$ cat src/rtl/traffic_phase_ctrl_if.sv
// Status/control bundle between traffic_phase_ctrl and its consumers (VGA display, status logic).
// The master side is the controller; the slave side supplies traffic_sel and observes the lights.
interface traffic_phase_ctrl_if #(
   parameter int NUM_PHASES = 2,
   parameter int CNT_W      = 6
);
   localparam int PH_W = (NUM_PHASES > 1) ? $clog2(NUM_PHASES) : 1;

   logic [1:0]       traffic_sel;
   logic [PH_W-1:0]  o_phase;
   logic [1:0]       o_light;
   logic [CNT_W-1:0] o_remain;
   logic [1:0]       o_tr_state;
   logic             tr_valid;
   logic             light_valid;

   modport master (
      input  traffic_sel,
      output o_phase,
      output o_light,
      output o_remain,
      output o_tr_state,
      output tr_valid,
      output light_valid
   );

   modport slave (
      output traffic_sel,
      input  o_phase,
      input  o_light,
      input  o_remain,
      input  o_tr_state,
      input  tr_valid,
      input  light_valid
   );
endinterface

$ cat src/rtl/traffic_phase_ctrl.sv
// Multi-phase traffic signal FSM with a built-in 1 s tick divider: CLR -> GREEN (-> YELLOW) -> CLR.
// Define SIGNAL_YELLOW_EN to include the YELLOW state; without it GREEN goes straight to all-red.
module traffic_phase_ctrl #(
   parameter int CLK_HZ      = 100_000_000,
   parameter int NUM_PHASES  = 2,
   parameter int CNT_W       = 6,
   parameter int MAIN_G0     = 20,
   parameter int MAIN_G1     = 10,
   parameter int MAIN_G2     = 30,
   parameter int SIDE_G0     = 20,
   parameter int SIDE_G1     = 30,
   parameter int SIDE_G2     = 10,
   parameter int YELLOW_SEC  = 3,
   parameter int RED_CLR_SEC = 2
) (
   input  logic clk,
   input  logic reset,
   traffic_phase_ctrl_if.master bus
);

   localparam int PH_W  = (NUM_PHASES > 1) ? $clog2(NUM_PHASES) : 1;
   localparam int DIV_W = (CLK_HZ > 1) ? $clog2(CLK_HZ) : 1;
   localparam logic [DIV_W-1:0] DIV_MAX = DIV_W'(CLK_HZ - 1);
   localparam logic [PH_W-1:0]  PH_LAST = PH_W'(NUM_PHASES - 1);

   localparam int DUR_MAX = (2 ** CNT_W) - 1;

   if (NUM_PHASES < 2 || NUM_PHASES > 4 ||
       MAIN_G0 > DUR_MAX || MAIN_G1 > DUR_MAX || MAIN_G2 > DUR_MAX ||
       SIDE_G0 > DUR_MAX || SIDE_G1 > DUR_MAX || SIDE_G2 > DUR_MAX ||
       YELLOW_SEC > DUR_MAX || RED_CLR_SEC > DUR_MAX ||
       MAIN_G0 < 0 || MAIN_G1 < 0 || MAIN_G2 < 0 ||
       SIDE_G0 < 0 || SIDE_G1 < 0 || SIDE_G2 < 0 ||
       YELLOW_SEC < 0 || RED_CLR_SEC < 0) begin : g_bad_param
      $error("traffic_phase_ctrl: NUM_PHASES out of 2..4 or a duration does not fit CNT_W");
   end

   // A zero duration would never see remain==1, so it is promoted to one tick.
   function automatic logic [CNT_W-1:0] dur(input int sec);
      return (sec == 0) ? CNT_W'(1) : CNT_W'(sec);
   endfunction

   localparam logic [CNT_W-1:0] D_CLR = dur(RED_CLR_SEC);
   localparam logic [CNT_W-1:0] D_MG0 = dur(MAIN_G0);
   localparam logic [CNT_W-1:0] D_MG1 = dur(MAIN_G1);
   localparam logic [CNT_W-1:0] D_MG2 = dur(MAIN_G2);
   localparam logic [CNT_W-1:0] D_SG0 = dur(SIDE_G0);
   localparam logic [CNT_W-1:0] D_SG1 = dur(SIDE_G1);
   localparam logic [CNT_W-1:0] D_SG2 = dur(SIDE_G2);

   localparam logic [1:0] L_RED = 2'b00;
   localparam logic [1:0] L_GRN = 2'b01;
`ifdef SIGNAL_YELLOW_EN
   localparam logic [1:0]       L_YEL = 2'b10;
   localparam logic [CNT_W-1:0] D_YEL = dur(YELLOW_SEC);

   typedef enum logic [1:0] {S_CLR, S_GREEN, S_YELLOW} state_t;
`else
   typedef enum logic [1:0] {S_CLR, S_GREEN} state_t;
`endif

   state_t           state_q;
   logic [DIV_W-1:0] div_q;
   logic [PH_W-1:0]  phase_q;
   logic [1:0]       light_q;
   logic [CNT_W-1:0] remain_q;
   logic [1:0]       tr_q;
   logic             trv_q;
   logic             lv_q;
   logic             first_q;

   logic             tick;
   logic [1:0]       lvl_in;
   logic [PH_W-1:0]  phase_d;
   logic [1:0]       lvl_d;
   logic [CNT_W-1:0] green_d;

   assign tick = (div_q == DIV_MAX);

   // Next-green selection: only an entry into phase 0 takes a fresh level.
   always_comb begin
      lvl_in  = (bus.traffic_sel == 2'd3) ? 2'd2 : bus.traffic_sel;
      phase_d = '0;
      if (!first_q && phase_q != PH_LAST) begin
         phase_d = phase_q + PH_W'(1);
      end
      lvl_d   = (phase_d == '0) ? lvl_in : tr_q;
      green_d = D_MG2;
      unique case (lvl_d)
         2'd0:    green_d = (phase_d == '0) ? D_MG0 : D_SG0;
         2'd1:    green_d = (phase_d == '0) ? D_MG1 : D_SG1;
         default: green_d = (phase_d == '0) ? D_MG2 : D_SG2;
      endcase
   end

   always_ff @(posedge clk) begin
      if (reset) begin
         div_q    <= '0;
         state_q  <= S_CLR;
         phase_q  <= '0;
         light_q  <= L_RED;
         remain_q <= D_CLR;
         tr_q     <= '0;
         trv_q    <= 1'b0;
         lv_q     <= 1'b0;
         first_q  <= 1'b1;
      end else begin
         trv_q <= 1'b0;
         lv_q  <= 1'b0;
         div_q <= tick ? '0 : div_q + DIV_W'(1);
         if (tick) begin
            if (remain_q > CNT_W'(1)) begin
               remain_q <= remain_q - CNT_W'(1);
            end else begin
               lv_q <= 1'b1;
               unique case (state_q)
                  S_CLR: begin
                     state_q  <= S_GREEN;
                     light_q  <= L_GRN;
                     phase_q  <= phase_d;
                     remain_q <= green_d;
                     first_q  <= 1'b0;
                     if (phase_d == '0) begin
                        tr_q  <= lvl_d;
                        trv_q <= (lvl_d != tr_q);
                     end
                  end
`ifdef SIGNAL_YELLOW_EN
                  S_GREEN: begin
                     state_q  <= S_YELLOW;
                     light_q  <= L_YEL;
                     remain_q <= D_YEL;
                  end
                  S_YELLOW: begin
                     state_q  <= S_CLR;
                     light_q  <= L_RED;
                     remain_q <= D_CLR;
                  end
`else
                  S_GREEN: begin
                     state_q  <= S_CLR;
                     light_q  <= L_RED;
                     remain_q <= D_CLR;
                  end
`endif
                  default: begin
                     state_q  <= S_CLR;
                     light_q  <= L_RED;
                     remain_q <= D_CLR;
                  end
               endcase
            end
         end
      end
   end

   assign bus.o_phase     = phase_q;
   assign bus.o_light     = light_q;
   assign bus.o_remain    = remain_q;
   assign bus.o_tr_state  = tr_q;
   assign bus.tr_valid    = trv_q;
   assign bus.light_valid = lv_q;

endmodule

$ cat src/flat_wrapper.sv
// flat-port wrapper written by rule: the top's interface ports become plain ports
module traffic_phase_ctrl_flat 
#(
   parameter int CLK_HZ      = 100_000_000,
   parameter int NUM_PHASES  = 2,
   parameter int CNT_W       = 6,
   parameter int MAIN_G0     = 20,
   parameter int MAIN_G1     = 10,
   parameter int MAIN_G2     = 30,
   parameter int SIDE_G0     = 20,
   parameter int SIDE_G1     = 30,
   parameter int SIDE_G2     = 10,
   parameter int YELLOW_SEC  = 3,
   parameter int RED_CLR_SEC = 2
)
  (clk, reset, bus_traffic_sel, bus_o_phase, bus_o_light, bus_o_remain, bus_o_tr_state, bus_tr_valid, bus_light_valid);
  traffic_phase_ctrl_if #(.NUM_PHASES(NUM_PHASES), .CNT_W(CNT_W)) bus_i ();
  input  logic clk;
  input  logic reset;
  input wire logic [$bits(bus_i.traffic_sel)-1:0] bus_traffic_sel;
  output wire logic [$bits(bus_i.o_phase)-1:0] bus_o_phase;
  output wire logic [$bits(bus_i.o_light)-1:0] bus_o_light;
  output wire logic [$bits(bus_i.o_remain)-1:0] bus_o_remain;
  output wire logic [$bits(bus_i.o_tr_state)-1:0] bus_o_tr_state;
  output wire logic [$bits(bus_i.tr_valid)-1:0] bus_tr_valid;
  output wire logic [$bits(bus_i.light_valid)-1:0] bus_light_valid;
  assign bus_i.traffic_sel = bus_traffic_sel;
  assign bus_o_phase = bus_i.o_phase;
  assign bus_o_light = bus_i.o_light;
  assign bus_o_remain = bus_i.o_remain;
  assign bus_o_tr_state = bus_i.o_tr_state;
  assign bus_tr_valid = bus_i.tr_valid;
  assign bus_light_valid = bus_i.light_valid;
  traffic_phase_ctrl #(.CLK_HZ(CLK_HZ), .NUM_PHASES(NUM_PHASES), .CNT_W(CNT_W), .MAIN_G0(MAIN_G0), .MAIN_G1(MAIN_G1), .MAIN_G2(MAIN_G2), .SIDE_G0(SIDE_G0), .SIDE_G1(SIDE_G1), .SIDE_G2(SIDE_G2), .YELLOW_SEC(YELLOW_SEC), .RED_CLR_SEC(RED_CLR_SEC)) u_core (.clk(clk), .reset(reset), .bus(bus_i));
endmodule
$ cat config.mk
export PLATFORM = sky130hd
export DESIGN_NAME = traffic_phase_ctrl_flat
export DESIGN_NICKNAME = d
export VERILOG_FILES = /design/src/rtl/traffic_phase_ctrl_if.sv /design/src/rtl/traffic_phase_ctrl.sv /design/src/flat_wrapper.sv
export SDC_FILE = /design/constraint.sdc
export NUM_CORES = 1
export LEC_CHECK = 0
export CAP_MARGIN = 20
export CORE_ASPECT_RATIO = 2
export CORE_UTILIZATION = 53
export CTS_BUF_LIST = sky130_fd_sc_hd__clkbuf_4
export DETAILED_ROUTE_END_ITERATION = 8
export HOLD_SLACK_MARGIN = 0.02
export PLACE_DENSITY = 0.77
export SLEW_MARGIN = 10
export SYNTH_ARGS = -nofsm -noshare
export SYNTH_HDL_FRONTEND = slang
export SYNTH_SLANG_ARGS = --single-unit
$ cat constraint.sdc
create_clock -name clk -period 1.87 [get_ports clk]
set_input_delay 0.187 -clock clk [delete_from_list [all_inputs] [get_ports clk]]
set_output_delay 0.187 -clock clk [all_outputs]
set_load 0.02 [all_outputs]
# Word-level counts from Yosys, hierarchy flattened
# Index checks and enable logic that the tools add are counted.
# Widths: inputs -> output; s select.
# word_totals
register_bits	41
input_bits	4
output_inout_bits	13
# classes
add_sub_neg	3
magnitude_cmp	1
eq_ne	4
mux	10
bitwise	5
reduce_logical	10
# ops
cell	n
$add 27x1->27 const B	1
$eq 27x27->1 const B	1
$mux 6	2
$pmux 6 s2	1
$mux 5	2
$gt 6x1->1 const B	1
$sub 6x1->6 const B	1
$not 1->1	5
$reduce_or 5->1	1
$logic_not 2->1	2
$mux 2	2
$reduce_and 4->1	1
$reduce_or 2->1	2
$mux 1	3
$reduce_and 3->1	1
$eq 2x1->1 const B	1
$eq 2x2->1 const B	1
$ne 2x2->1	1
$reduce_and 2->1	1
$add 1x1->1 const B	1
$logic_and 1x1->1	1
$logic_not 1->1	1

# Logic depth before layout (Yosys ltp)
# Gate-level depths: netlist (run 1).
# depth
word_depth	8
mapped_depth	8
mapped_depth_nobuf	7

# Least setup slack after synthesis (run 1)
# Ideal clock, no wire load.
# synth_path
path_kind	register to register
startpoint	reg u_core.remain_q[0] (netlist: u_core.bus.o_remain[0])
endpoint	reg u_core.first_q
setup_time_ns	0.114
arrival_time_ns	1.844
slack_ns	-0.088
stages_incl_launch_ff	8
n_path_buf	1
synth_period_minus_slack_ns	1.958
cell_sequence	dfxtp_1 > inv_1 > ha_1 > nor2_1 > or3b_1 > clkbuf_1 > or3_1 > a21o_1
# synth_via
elab_chain_cells	3
# synth_lines
item	line	rtl
from (decl)	traffic_phase_ctrl.sv:66	logic [CNT_W-1:0] remain_q;
from (signal assigned)	traffic_phase_ctrl.sv:113	remain_q <= remain_q - CNT_W'(1);
from (signal assigned)	traffic_phase_ctrl.sv:121	remain_q <= green_d;
$gt 6x1->1	traffic_phase_ctrl.sv:112	if (remain_q > CNT_W'(1)) begin
$not 1->1 (no line)	-	
$reduce_and 3->1 (no line)	-	
to (signal assigned)	traffic_phase_ctrl.sv:106	first_q <= 1'b1;
to (signal assigned)	traffic_phase_ctrl.sv:122	first_q <= 1'b0;
to (decl)	traffic_phase_ctrl.sv:70	logic first_q;
# No other way between the ends.
# A chain may end at the register's enable or synchronous reset.

# Final worst setup path (run 1)
# layout_path
startpoint	reg u_core.div_q[0]
endpoint	reg u_core.phase_q (netlist: u_core.bus.o_phase)
# layout_via
elab_chain_cells	2
# layout_lines
item	line	rtl
from (decl)	traffic_phase_ctrl.sv:63	logic [DIV_W-1:0] div_q;
from (signal assigned)	traffic_phase_ctrl.sv:110	div_q <= tick ? '0 : div_q + DIV_W'(1);
$eq 27x27->1	traffic_phase_ctrl.sv:78	assign tick = (div_q == DIV_MAX);
$reduce_and 3->1 (no line)	-	
to (signal assigned)	traffic_phase_ctrl.sv:120	phase_q <= phase_d;
to (decl)	traffic_phase_ctrl.sv:64	logic [PH_W-1:0] phase_q;
# No other way between the ends.

==> reports/metrics.cfg, run 1 <==
[clocking]
clockRootBuffer=clkbuf_4
cts_hold_buf=0
clkTransAtPathRegs_ns=0.12
clock_latency_ns=0.36
cts.path.max_buffers=2
cts_buffers=5
cts.sinks=40
h-tree-depth=2
cts_tree=built

[cells_and_area]
drive_above_1_share_pct=21.21
final_cell_area_sq_um=2449
nNetsFinal=270
n_fill_cell=289
final_util_pct=70.91
area_growth_pct=26.18
antenna_cells=0

[job]
cap_violations=0

[global_routing]
grt_overflow=0
grt.total_usage_pct=24.87
met3_usage_pct=4.948
antenna_found_initial=0
gr-usage-met2_pct=48.80
grt_pass1_wl_mm=7.127
first_global_vias=1706
grt_max_degree=26
busiest_layer=met2
met1_usage_pct=21.51

[synth]
yosysWarnings=0
synth-edff-count=0
synth_mux_area_share_pct=0.5158
synthSimpleGateAreaFrac_pct=31.46
synthTopCellsByArea=dfxtp_1 41%, xor2_1 8.1%, nor2_1 6.4%
synth_top_area_share_pct=41.26
synth_fp_nets=229
synth_area_leader_cell=dfxtp_1
synthesis.area_sq_um=1941
ys_seq_area_share_pct=41.26
synth_async_sr_flop_share_pct=0
ys.flop_type=dfxtp_1
synth_fa_ha_area_share_pct=1.934
synthDistinctLibCells=47
synth_xor_area_share_pct=10.38
syn_inst=222
synth_compound_area_share_pct=10.70
yosys-top-cells-count=40 x dfxtp_1, 33 x nor2_1, 18 x xor2_1
syn_avg_cell_area_sq_um=8.741
ys_ff_latch=40
synth.most_common_cell=dfxtp_1
synth_top_family_by_area=simple AND/OR/NAND/NOR gates

[placement]
dpl_cell_area_sq_um=2320
pre_cts_ws_ns=0.02305
portBuffers=15
place_congestion=0.8528
place_hpwl_mm=3.140

[route]
dr.first_iter.drc_count=32
vias=1707
remaining_drc_errors=0
viasPerCell=5.471
drt_first_pass_iters=4
wire_per_inst_um=14.01
wirelength_mm=4.371
ant_nets=0

[critical_path]
crit_type=flop to flop
crit_required_ns=2.17
worstSetupStartpointType=flop
path_cells=ha_4, nand4_4, and4bb_4, nand3_4, or4b_4, a21oi_2
worst_setup_path_end_kind=flop
cp.arrival_ns=2.12
path_buf_inv=0
crit_path_top_delay_cell=or4b_4
cp_max_fo=6
critPathMaxStageDelay_ns=0.52
cp_top_family=simple AND/OR/NAND/NOR gates

[floorplan]
top_level_ports=17
dieArea_sq_um=3922
row_count=30
initial_core_util_pct=56.20
die_w_um=44.79
die_h_um=87.58
core-area_sq_um=3453

[timing]
period_share_pct=97.26
hold_viol_final=0
worst_slack_ns=0.05128
fmax_mhz=549.8
finClkSkew_ns=0.01132
whs_ns=0.4179
min_period_ns=1.819
setup_tns_ns=0
setup_viol=0
finalMaxSlewViolations=0

[power]
ir_drop_mv=0.6139
power_leakage_nw=0.8995
p_per_area_nw_per_um2=615.3

[run_status]
status=complete, no violations

[min_path]
hold_path.class=input port to flop

[worst register-to-register path: stages, from the launching register on]
cell	delay (ns)
dfxtp_2	0.38
ha_4	0.15
nand4_4	0.09
and4bb_4	0.41
nand3_4	0.09
or4b_4	0.52
a21oi_2	0.12
[registers in the layout, indices dropped and copies added (netlist names)]
signal / flops
u_core.div_q: 27
u_core.bus.o_remain: 6
u_core.bus.o_tr_state: 2
u_core.bus.light_valid: 1
u_core.bus.o_phase: 1
u_core.bus.tr_valid: 1
u_core.first_q: 1
u_core.state_q: 1
[through the flow]
| stage | std cells | power (mW) |
|---|---|---|
| CTS | 310 | 1.515 |
| global placement | 302 | 0.9423 |
| floorplan | 222 | 0.9142 |
| global route | 312 | 1.566 |
| detailed placement | 302 | 0.9429 |
| finish | 312 | 1.507 |
[logic make-up after synthesis]
kind of cell               Yosys count
DFF                                 40
xor gates and xnor gates            23
and+or+nand+nor                    104
AOI/OAI and AO/OA                   34
buffers and inverters               16
muxes                                1
other                                1
adders and majority gates            3
[path summary, 6_finish.rpt]
kind	from	to	slack, ns	cells after the start
setup / recovery	u_core.div_q[0]	u_core.bus.o_phase	0.05	6
hold / removal	reset	u_core.div_q[24]	0.42	2
hold reg to reg	u_core.div_q[26]	u_core.div_q[26]	0.51	2
setup reg to reg	u_core.div_q[0]	u_core.bus.o_phase	0.05	6
[layer usage]
layer  share of wire (%)  vias to the layer above
li1                    -                      858
met3                 2.6                        9
met2                  59                       33
met5                   0                        -
met4                 2.3                        0
met1                  36                      807
[area by class of cell]
| class | instances | area (sq um) | share of cell area [%] |
|---|---|---|---|
| inverter | 7 | 26.28 | 1.073 |
| clock inverter | 3 | 42.54 | 1.737 |
| multi-input combinational | 166 | 1105 | 45.12 |
| tap | 48 | 60.06 | 2.453 |
| clock buffer | 5 | 37.54 | 1.533 |
| timing repair buffer | 43 | 372.9 | 15.23 |
| sequential | 40 | 804.5 | 32.86 |
[cell usage in the layout, fill, tap and decap left out, types with 4 or more instances in the layout]
cell	count
nand4_1	6
nand3_1	15
nor3_1	4
o21ai_1	4
o21ai_0	8
buf_4	27
a21oi_1	9
dfxtp_1	37
nand2_1	12
nor3_2	5
inv_1	7
clkbuf_4	5
xor2_1	18
nor2_1	33
clkdlybuf4s50_1	15
xnor2_1	5
and3_1	4
[repair_timing]
| action | 4_1_cts | 5_1_grt |
|---|---|---|
| setup endpoints to repair | 1 | 4 |
| resized for setup | 1 | 9 |
| pin swaps | 0 | 2 |
| buffers inserted | 0 | 2 |
[where the power goes]
group	switching, mW	internal [mW]	total (mW)
sequential	0.00553	0.858	0.864
combinational	0.0342	0.0326	0.0667
clock	0.298	0.279	0.576
Power figures use the tool's default switching activity.
==> inputs of run 2 (changes only) <==
- CORE_UTILIZATION: 53 -> 55
- CTS_CLUSTER_SIZE: unset -> 28
- clock period: 1.87 -> 1.7 ns (I/O delays scaled with it)
==> run 2 against run 1 <==
Against the previous run:
- the run now ends with DRC, setup timing left
- cell area rose by 8.1%
- count of clock-buffer cells in the layout unchanged
- wire length rose by 7.0%
- highest routed layer unchanged
==> reports/metrics.cfg, run 2 (same netlist as run 1, synthesis figures left out) <==
[cells_and_area]
final_common_cell=buf_4  ; was dfxtp_1
antenna_cells=0  ; unchanged
multi_input_comb_area_sq_um=1181  ; was 1105 sq um
area_growth_pct=36.36  ; was 26.18%
drive_above_1_share_pct=29.43  ; was 21.21%
largest_register=u_core.div_q  ; unchanged
largest_reg_flops=27  ; unchanged
nNetsFinal=288  ; was 270
seq_area_sq_um=813.3  ; was 804.5 sq um
most-common-layout-cells=44 x buf_4, 34 x dfxtp_1, 32 x nor2_1  ; was 37 x dfxtp_1, 33 x nor2_1, 27 x buf_4
n_fill_cell=243  ; was 289
final_cell_area_sq_um=2646  ; was 2449 sq um

[job]
cap_violations=0  ; unchanged

[critical_path]
cp_max_fo=5  ; was 6
path_cells=inv_4, ha_4, nor2_2, or3b_4, or4b_1, a21oi_1  ; was ha_4, nand4_4, and4bb_4, nand3_4, or4b_4, a21oi_2
worstSetupStartpointType=flop  ; unchanged
path_buf_inv=1  ; was 0
crit_type=flop to flop  ; unchanged
worst_setup_path_end_kind=flop  ; unchanged
crit_path_top_delay_cell=or4b_1  ; was or4b_4
crit_required_ns=2.00  ; was 2.17 ns
cp.arrival_ns=2.04  ; was 2.12 ns
critPathMaxStageDelay_ns=0.51  ; was 0.52 ns
cp_top_family=simple AND/OR/NAND/NOR gates  ; unchanged

[global_routing]
grt.total_usage_pct=26.53  ; was 24.87%
antenna_found_initial=0  ; unchanged
grt_overflow=0  ; unchanged
grt_pass1_wl_mm=7.624  ; was 7.127 mm
grt_max_degree=26  ; unchanged
first_global_vias=1786  ; was 1706

[route]
ant_nets=0  ; unchanged
met3_length_um=86  ; was 113 um
wl_met2_mm=2.759  ; was 2.590 mm
wire_per_inst_um=14.90  ; was 14.01 um
routed.top_layer=met4  ; unchanged
viasPerCell=5.844  ; was 5.471
remaining_drc_errors=1  ; was 0
drt_first_pass_iters=9  ; was 4
dr.first_iter.drc_count=52  ; was 32
wirelength_mm=4.679  ; was 4.371 mm
vias=1835  ; was 1707
drt-met1-wl_mm=1.720  ; was 1.565 mm

[timing]
finClkSkew_ns=0.007967  ; was 0.01132 ns
finalMaxSlewViolations=0  ; unchanged
rsz0062_at_grt=true
hold_viol_final=0  ; unchanged
period_share_pct=102.6  ; was 97.26%
worst_slack_ns=-0.04419  ; was 0.05128 ns
fmax_mhz=573.3  ; was 549.8 MHz
min_period_ns=1.744  ; was 1.819 ns
setup_viol=5  ; was 0

[placement]
dpl_cell_area_sq_um=2471  ; was 2320 sq um
place_hpwl_mm=3.326  ; was 3.140 mm
portBuffers=15  ; unchanged
place_congestion=0.8146  ; was 0.8528

[power]
power_leakage_nw=1.032  ; was 0.8995 nW
p_total_mw=1.644  ; was 1.507 mW
ir_drop_mv=0.5252  ; was 0.6139 mV
p_per_area_nw_per_um2=621.3  ; was 615.3 nW/um^2

[clocking]
cts_tree=built  ; unchanged
cts_buffers=5  ; unchanged
cts.path.max_buffers=2  ; unchanged
clkTransAtPathRegs_ns=0.12  ; about the same
cts.sinks=40  ; unchanged
clock_latency_ns=0.36  ; about the same
clockRootBuffer=clkbuf_4  ; unchanged
h-tree-depth=2  ; unchanged

[floorplan]
dieArea_sq_um=3784  ; was 3922 sq um
initial_core_util_pct=57.44  ; was 56.20%
die_h_um=86.01  ; was 87.58 um
top_level_ports=17  ; unchanged
die_w_um=44  ; was 44.79 um
core-area_sq_um=3378  ; was 3453 sq um
row_count=30  ; unchanged

[run_status]
violations=DRC, setup timing
status=finished with violations  ; was complete, no violations

[min_path]
hold_path.class=input port to flop  ; unchanged

## run 2: cell count changes in the layout (fill, tap and decap cells not counted), sizes merged
| cell | previous run | this run |
|---|---|---|
| clkinvlp | 1 | 0 |
| clkdlybuf4s50 | 15 | 13 |
| dlymetal6s2s | 0 | 2 |
| buf | 28 | 45 |
| clkinv | 1 | 2 |
| or3b | 1 | 2 |
## run 2: what timing repair did
item,CTS,global route
pin swaps,8,7
gates cloned,1,0
endpoints found under the setup margin,9,38
setup buffers,1,1
resized for setup,12,4
hold buffers,0,0
## run 2: worst register-to-register path: cells and delay by family (launching register included)
family	cells	cell delay, ns
buffers and inverters	1	0.07
DFF	1	0.39
AOI/OAI and AO/OA	1	0.14
adders and majority gates	1	0.12
and+or+nand+nor	3	0.97
## run 2: layout make-up
class	count	share of cell area, %
Clock inverter	3	1.418
Clock buffer	5	1.418
Tap cell	32	1.513
Multi-Input combinational cell	167	44.63
Inverter	7	1.182
Sequential cell	40	30.73
Timing Repair Buffer	60	19.10
## run 2: final timing paths
check	startpoint	endpoint	slack [ns]	depth (start not counted)
setup / recovery	u_core.bus.o_remain[0]	u_core.bus.o_phase	-0.04	6
hold / removal	reset	u_core.bus.o_tr_state[1]	0.49	2
setup reg to reg	u_core.bus.o_remain[0]	u_core.bus.o_phase	-0.04	6
hold reg to reg	u_core.div_q[26]	u_core.div_q[26]	0.50	2
## run 2: power breakdown
group | internal [mW] | switching [mW] | leakage, nW | total [mW]
sequential | 0.941 | 0.00644 | 0.325 | 0.947
combinational | 0.0386 | 0.0398 | 0.667 | 0.0783
clock | 0.300 | 0.319 | 0.0403 | 0.619
## run 2: metrics by stage
step                      hold slack [ns]  util, %  worst slack (ns)  setup TNS (ns)  cells
after floorplan                    0.3219        -          -0.06378         -0.1060    222
after global placement             0.4616    73.15          -0.01665        -0.03012    303
after detailed placement           0.4790    73.15          -0.06761         -0.1720    303
after CTS                          0.4933    77.74          -0.07281         -0.1817    313
after global routing               0.5296    78.33          -0.09830          -2.272    314
final                              0.4946    78.33          -0.04419        -0.09221    314
## run 2: per-layer routing
| metal | GRT usage [%] | up-vias |
|---|---|---|
| met4 | 12.67 | 0 |
| li1 | - | 903 |
| met3 | 3.789 | 10 |
| met1 | 25.23 | 895 |
| met5 | 0 | - |
| met2 | 51.34 | 27 |
==> inputs of run 3 (changes only) <==
- SLEW_MARGIN: 10 -> unset
==> results of run 3 <==
No change in the layout: final DEF, timing and power equal those of run 2.
